[config.mk]
export PLATFORM = sky130hd
export DESIGN_NAME = instr_fetch_flat
export DESIGN_NICKNAME = d
export VERILOG_FILES = /design/src/rtl/instr_fetch_if.sv /design/src/rtl/instr_fetch.sv /design/src/flat_wrapper.sv
export SDC_FILE = /design/constraint.sdc
export NUM_CORES = 1
export LEC_CHECK = 0
export CORE_UTILIZATION = 50
export CTS_CLUSTER_SIZE = 40
export DETAILED_ROUTE_END_ITERATION = 10
export PLACE_DENSITY = 0.84
export SYNTH_ARGS = -nofsm -noshare
export SYNTH_HDL_FRONTEND = slang
export SYNTH_SLANG_ARGS = --single-unit
export TNS_END_PERCENT = 10
[constraint.sdc]
create_clock -name clk -period 5.1 [get_ports clk]
set_input_delay 0.51 -clock clk [delete_from_list [all_inputs] [get_ports clk]]
set_output_delay 0.51 -clock clk [all_outputs]
set_load 0.005 [all_outputs]
[src/rtl/instr_fetch_if.sv]
// rtl/instr_fetch_if.sv - fetch front-end bus: imem req/ack, redirect and decode valid/ready
interface instr_fetch_if;
  logic        imem_req;
  logic [31:0] imem_addr;
  logic        imem_ack;
  logic [31:0] imem_rdata;
  logic        redirect;
  logic [31:0] redirect_pc;
  logic        instr_valid;
  logic        instr_ready;
  logic [31:0] instr;
  logic [31:0] instr_pc;
  logic [3:0]  cond;
  logic [1:0]  op;
  logic [5:0]  funct;
  logic [3:0]  rd;

  // Fetch unit side
  modport master (
    output imem_req, imem_addr, instr_valid, instr, instr_pc, cond, op, funct, rd,
    input  imem_ack, imem_rdata, redirect, redirect_pc, instr_ready
  );

  // Memory / execute / decode side
  modport slave (
    input  imem_req, imem_addr, instr_valid, instr, instr_pc, cond, op, funct, rd,
    output imem_ack, imem_rdata, redirect, redirect_pc, instr_ready
  );
endinterface

[src/rtl/instr_fetch.sv]
// rtl/instr_fetch.sv - instruction fetch: PC, imem req/ack, prefetch FIFO, redirect flush
module instr_fetch #(
  parameter int          DEPTH    = 2,
  parameter logic [31:0] RESET_PC = 32'h0000_0000
) (
  input  logic clk,
  input  logic reset,
  instr_fetch_if.master bus
);
  localparam int PW = (DEPTH > 1) ? $clog2(DEPTH) : 1;
  localparam int CW = $clog2(DEPTH + 1);

  typedef enum logic [1:0] {FETCH, STALL, DROP} state_t;

  state_t          state_q;
  logic [31:0]     fetch_pc_q;
  logic [31:0]     target_q;
  logic            req_q;
  logic [PW-1:0]   rd_ptr_q;
  logic [PW-1:0]   wr_ptr_q;
  logic [CW-1:0]   count_q;
  logic [CW-1:0]   count_d;
  logic [31:0]     fifo_instr_q [DEPTH];
  logic [31:0]     fifo_pc_q    [DEPTH];
  logic            not_empty;
  logic            push;
  logic            pop;
  logic [31:0]     head_instr;
  logic [31:0]     redirect_tgt;

  assign not_empty    = (count_q != '0);
  assign redirect_tgt = bus.redirect_pc & ~32'd3;
  // Only words acked in FETCH are kept; a redirect discards the same-cycle word
  assign push = (state_q == FETCH) && req_q && bus.imem_ack && !bus.redirect;
  // A pop coinciding with a redirect is meaningless because the FIFO is flushed anyway
  assign pop  = not_empty && bus.instr_ready && !bus.redirect;

  // Occupancy after this cycle's push/pop
  always_comb begin
    count_d = count_q;
    if (push) count_d = count_d + CW'(1);
    if (pop)  count_d = count_d - CW'(1);
  end

  // Fetch FSM, PC, request and FIFO pointers
  always_ff @(posedge clk or negedge reset) begin
    if (!reset) begin
      state_q    <= FETCH;
      fetch_pc_q <= RESET_PC;
      target_q   <= RESET_PC;
      req_q      <= 1'b0;
      rd_ptr_q   <= '0;
      wr_ptr_q   <= '0;
      count_q    <= '0;
    end else if (bus.redirect) begin
      rd_ptr_q <= '0;
      wr_ptr_q <= '0;
      count_q  <= '0;
      if (req_q && !bus.imem_ack) begin
        // Outstanding request cannot be withdrawn: wait for its ack, then restart
        state_q  <= DROP;
        target_q <= redirect_tgt;
      end else begin
        state_q    <= FETCH;
        fetch_pc_q <= redirect_tgt;
        req_q      <= 1'b1;
      end
    end else begin
      count_q <= count_d;
      if (push) wr_ptr_q <= wr_ptr_q + PW'(1);
      if (pop)  rd_ptr_q <= rd_ptr_q + PW'(1);
      case (state_q)
        FETCH: begin
          if (push) fetch_pc_q <= fetch_pc_q + 32'd4;
          req_q   <= (count_d < CW'(DEPTH));
          state_q <= (count_d < CW'(DEPTH)) ? FETCH : STALL;
        end
        STALL: begin
          if (pop) begin
            state_q <= FETCH;
            req_q   <= 1'b1;
          end
        end
        DROP: begin
          if (bus.imem_ack) begin
            state_q    <= FETCH;
            fetch_pc_q <= target_q;
            req_q      <= 1'b1;
          end
        end
        default: begin
          state_q <= FETCH;
          req_q   <= 1'b0;
        end
      endcase
    end
  end

  // Prefetch storage; contents are don't-care until written, outputs are masked when empty
  always_ff @(posedge clk) begin
    if (push) begin
      fifo_instr_q[wr_ptr_q] <= bus.imem_rdata;
      fifo_pc_q[wr_ptr_q]    <= fetch_pc_q;
    end
  end

  assign head_instr      = not_empty ? fifo_instr_q[rd_ptr_q] : '0;
  assign bus.imem_req    = req_q;
  assign bus.imem_addr   = fetch_pc_q;
  assign bus.instr_valid = not_empty;
  assign bus.instr       = head_instr;
  assign bus.instr_pc    = not_empty ? fifo_pc_q[rd_ptr_q] : '0;
  assign bus.cond        = head_instr[31:28];
  assign bus.op          = head_instr[27:26];
  assign bus.funct       = head_instr[25:20];
  assign bus.rd          = head_instr[15:12];
endmodule

[src/flat_wrapper.sv]
// flat-port wrapper written by rule: the top's interface ports become plain ports
module instr_fetch_flat 
#(
  parameter int          DEPTH    = 2,
  parameter logic [31:0] RESET_PC = 32'h0000_0000
)
  (clk, reset, bus_imem_req, bus_imem_addr, bus_instr_valid, bus_instr, bus_instr_pc, bus_cond, bus_op, bus_funct, bus_rd, bus_imem_ack, bus_imem_rdata, bus_redirect, bus_redirect_pc, bus_instr_ready);
  instr_fetch_if bus_i ();
  input  logic clk;
  input  logic reset;
  output wire logic [$bits(bus_i.imem_req)-1:0] bus_imem_req;
  output wire logic [$bits(bus_i.imem_addr)-1:0] bus_imem_addr;
  output wire logic [$bits(bus_i.instr_valid)-1:0] bus_instr_valid;
  output wire logic [$bits(bus_i.instr)-1:0] bus_instr;
  output wire logic [$bits(bus_i.instr_pc)-1:0] bus_instr_pc;
  output wire logic [$bits(bus_i.cond)-1:0] bus_cond;
  output wire logic [$bits(bus_i.op)-1:0] bus_op;
  output wire logic [$bits(bus_i.funct)-1:0] bus_funct;
  output wire logic [$bits(bus_i.rd)-1:0] bus_rd;
  input wire logic [$bits(bus_i.imem_ack)-1:0] bus_imem_ack;
  input wire logic [$bits(bus_i.imem_rdata)-1:0] bus_imem_rdata;
  input wire logic [$bits(bus_i.redirect)-1:0] bus_redirect;
  input wire logic [$bits(bus_i.redirect_pc)-1:0] bus_redirect_pc;
  input wire logic [$bits(bus_i.instr_ready)-1:0] bus_instr_ready;
  assign bus_imem_req = bus_i.imem_req;
  assign bus_imem_addr = bus_i.imem_addr;
  assign bus_instr_valid = bus_i.instr_valid;
  assign bus_instr = bus_i.instr;
  assign bus_instr_pc = bus_i.instr_pc;
  assign bus_cond = bus_i.cond;
  assign bus_op = bus_i.op;
  assign bus_funct = bus_i.funct;
  assign bus_rd = bus_i.rd;
  assign bus_i.imem_ack = bus_imem_ack;
  assign bus_i.imem_rdata = bus_imem_rdata;
  assign bus_i.redirect = bus_redirect;
  assign bus_i.redirect_pc = bus_redirect_pc;
  assign bus_i.instr_ready = bus_instr_ready;
  instr_fetch #(.DEPTH(DEPTH), .RESET_PC(RESET_PC)) u_core (.clk(clk), .reset(reset), .bus(bus_i));
endmodule
==> results by group <==
Status
  – Status: complete, no violations

STA
  – Worst slew pin tran: 1.118 ns
  – Fin. Hold Viols: 0
  – Setup TNS: 0 ns
  – Final Cycle Share: 60.48%
  – Setup Skew: 0.009329 ns
  – Max-slew headroom: 25.49%
  – Hold slack: 0.1048 ns
  – Minimum clock period: 3.085 ns
  – RSZ-0062 raised after global routing: no
  – Fmax achieved: 324.2 MHz
  – Fin. max-slew vios: 0
  – Final setup viols: 0

Global route
  – Grt total ovfl: 0
  – Total track usage: 22.85%
  – Grt met1 use: 30.39%
  – Initial antenna violation count: 0
  – Number of global-route vias before repair: 5993
  – First-pass GRT wire length: 31.59 mm
  – Global-route met3 utilization: 4.955%
  – Largest net degree at the start of global routing: 64
  – Busiest grt layer: met2
  – Met2 usage: 36.91%

Synth
  – Top post-synthesis cells by area: edfxtp_1, dfrtp_1, mux2i_1
  – Most used DFF post-synth: edfxtp_1
  – Ys Warns: 0
  – Mapped Cells: 706
  – Leading area contributor after synthesis: edfxtp_1
  – Unique masters post-synth: 71
  – Seq/Total Area, Yosys: 61.00%
  – FFs w/ async S/R, synth: 35.08%
  – Cell Area, Synth: 0.008852 mm2
  – Count leader, synth: edfxtp_1
  – Flip-flop and latch count after synthesis: 191
  – Synth cell count leaders: edfxtp_1, nor2_1, dfrtp_1
  – Avg Cell Area, Syn: 12.54 um2
  – Synth top area share: 42.06%
  – Post-synth EDFFs: 124

Floorplan
  – Die width: 135.1 um
  – I/O pins: 183
  – Die Ht: 135.1 um
  – Num rows: 48
  – CORE AREA: 0.01730 mm2
  – Starting Density: 51.18%
  – Die area: 0.01824 mm2

Clock tree
  – # clock sinks: 191
  – Post-CTS resize count: 0
  – Hold_buf cts: 0
  – CTS Buf Count: 17
  – Setup Buffers After CTS: 0
  – Clk_lat worst skew: 0.42 ns
  – CTS root buffer: clkbuf_16
  – CTS H-tree lvls: 4
  – Worst-path clk slew: 0.07 ns
  – CTS tree: yes
  – Clock Tree Buf Depth: 2

Setup path
  – Worst setup path class: reg -> out
  – Worst setup endpoint: bus_instr[21]
  – CP Capture Type: primary output
  – Launching element type of the critical path: flop
  – CP required: 4.59 ns
  – CP max-delay cell: dfrtp_4
  – WP depth: 3
  – Top delay family on crit path: flip-flops
  – Crit path launch: u_core.rd_ptr_q
  – R2R Setup Slk: 2.17 ns
  – CP arrival: 2.57 ns
  – Reg2Reg Depth: 5
  – Crit path cell chain: mux2i_1 -> nor2_1 -> clkdlybuf4s50_1
  – RR Startpoint: u_core.state_q[0]
  – Crit-path max FO: 63
  – Buf+Inv Stages, Crit Path: 1
  – R2r endpoint: u_core.fifo_instr_q[1][22]
  – CP peak stage delay: 1.12 ns

Route
  – 1st-pass router iterations: 5
  – ANT nets after route: 0
  – Via count: 6224
  – DRC: 0
  – 1st-iter DRT viols: 588
  – Detailed-route wire length: 20.21 mm
  – Wirelength per Cell: 18.61 um
  – Vias per inst: 5.731

Placement
  – Detailed Place HPWL: 13.35 mm
  – GPL Wtd Cong: 0.8102
  – PortBufs: 176

Layout
  – Post-layout util: 64.59%
  – Area of the multi-input gates: 0.003040 mm2
  – # diodes: 0
  – Fillers: 1304
  – Share of cells above drive strength 1: 10.10%
  – Sequential Area: 0.005404 mm2
  – Area Growth Syn to Fin: 26.21%
  – Final net count: 923

Power
  – Sequential share of power: 46.1%
  – Worst-case vdd ir drop: 0.0002611 V
  – P_sw: 0.001487 W
  – Pleak: 3.951 nW
  – Switching share of total power: 29.93%
  – Pwr dens: 444.7 mW/mm2
  – P_int: 0.003482 W
  – Combinational share of power: 27.0%
  – Clock Power Share: 26.9%

Hold path
  – HP Class: in -> async

Flow run
  – Number of max-cap violations: 0
==> worst min path at each step <==
| stage | end |
|---|---|
| after floorplan | u_core.bus.imem_addr[10] |
| after global placement | u_core.target_q[31] |
| after detailed placement | u_core.target_q[20] |
| after CTS | u_core.target_q[21] |
| after global routing | u_core.target_q[17] |
| final | u_core.target_q[21] |
==> power by group through the flow <==
stage,Clock [W],Sequential (W),Combinational (W)
floorplan,0,0.00217,0.000770
global placement,0,0.00230,0.00130
detailed placement,0,0.00232,0.00134
CTS,0.00136,0.00229,0.00135
global route,0.00141,0.00233,0.00146
finish,0.00134,0.00229,0.00134
==> layout make-up <==
type / count / share of cell area, %
flip-flops and latches: 191 / 48.37
repair buffers: 183 / 16.15
clock buffers: 18 / 3.841
inverters: 12 / 0.4032
multi-input cells: 443 / 27.21
clock inverters: 14 / 1.501
well taps: 225 / 2.520
==> kinds of logic after synthesis <==
| logic type | synth area share (%) |
|---|---|
| AO/OA/AOI/OAI | 9.640 |
| XOR/XNOR | 1.286 |
| adder cells (fa/ha/maj) | 0.8480 |
| buffers and inverters | 4.905 |
| flip-flops | 61.00 |
| multiplexers | 11.21 |
| other | 0.04236 |
| AND/OR/NAND/NOR | 11.07 |
==> worst register-to-register path, cell delays in order (launching register included) <==
cell and delay [ns]:
dfrtp_1 0.40, inv_1 0.12, ha_1 0.34, and4b_1 0.43
and2_2 0.78, buf_4 0.50
==> state kept, by name, summed over array words and instances (netlist names) <==
signal                cells
u_core.target_q          30
u_core.bus.imem_addr     30
u_core.fifo_pc_q         60
u_core.wr_ptr_q           1
u_core.state_q            2
u_core.fifo_instr_q      64
u_core.rd_ptr_q           1
u_core.count_q            2
u_core.bus.imem_req       1
==> metal layers <==
metal / wire, um / part of all wire (%)
met4: 410 / 2.0
met1: 8539 / 42
met5: 0 / 0
met2: 9891 / 49
met3: 1366 / 6.8
==> metrics by stage <==
stage               total power, W  cells  setup WS (ns)  cell area (um2)
floorplan                 0.002943    709          1.090             8864
global placement          0.003599   1054          1.842            10580
detailed placement        0.003657   1054          1.789            10580
CTS                       0.004996   1086          1.951            11170
global route              0.005199   1086          1.836            11170
finish                    0.004968   1086          2.015            11170
==> placed cells by master, fill, tap and decap left out, types with 3 or more instances in the layout <==
cell / n
a22oi_1: 5
clkbuf_16: 17
edfxtp_1: 124
clkinv_4: 4
a31oi_1: 11
ha_1: 5
xnor2_1: 9
and3_1: 11
clkdlybuf4s50_1: 174
and4_1: 4
nand2_1: 33
clkinv_2: 3
a211o_1: 3
conb_1: 4
nor2_1: 86
bufinv_16: 3
a32o_1: 3
buf_4: 7
nand4_1: 5
o211ai_1: 5
mux2i_1: 65
nor3_1: 12
nor2b_1: 4
o21a_1: 3
a21oi_1: 23
a221oi_1: 3
o21ai_0: 31
xor2_1: 4
o31ai_1: 3
nand2b_1: 8
nand3_1: 15
dfrtp_1: 66
mux2_2: 26
and2_1: 4
a31o_2: 4
a41oi_1: 4
inv_1: 11
mux2_1: 3
No activity file was read; power rests on OpenSTA's default activity.
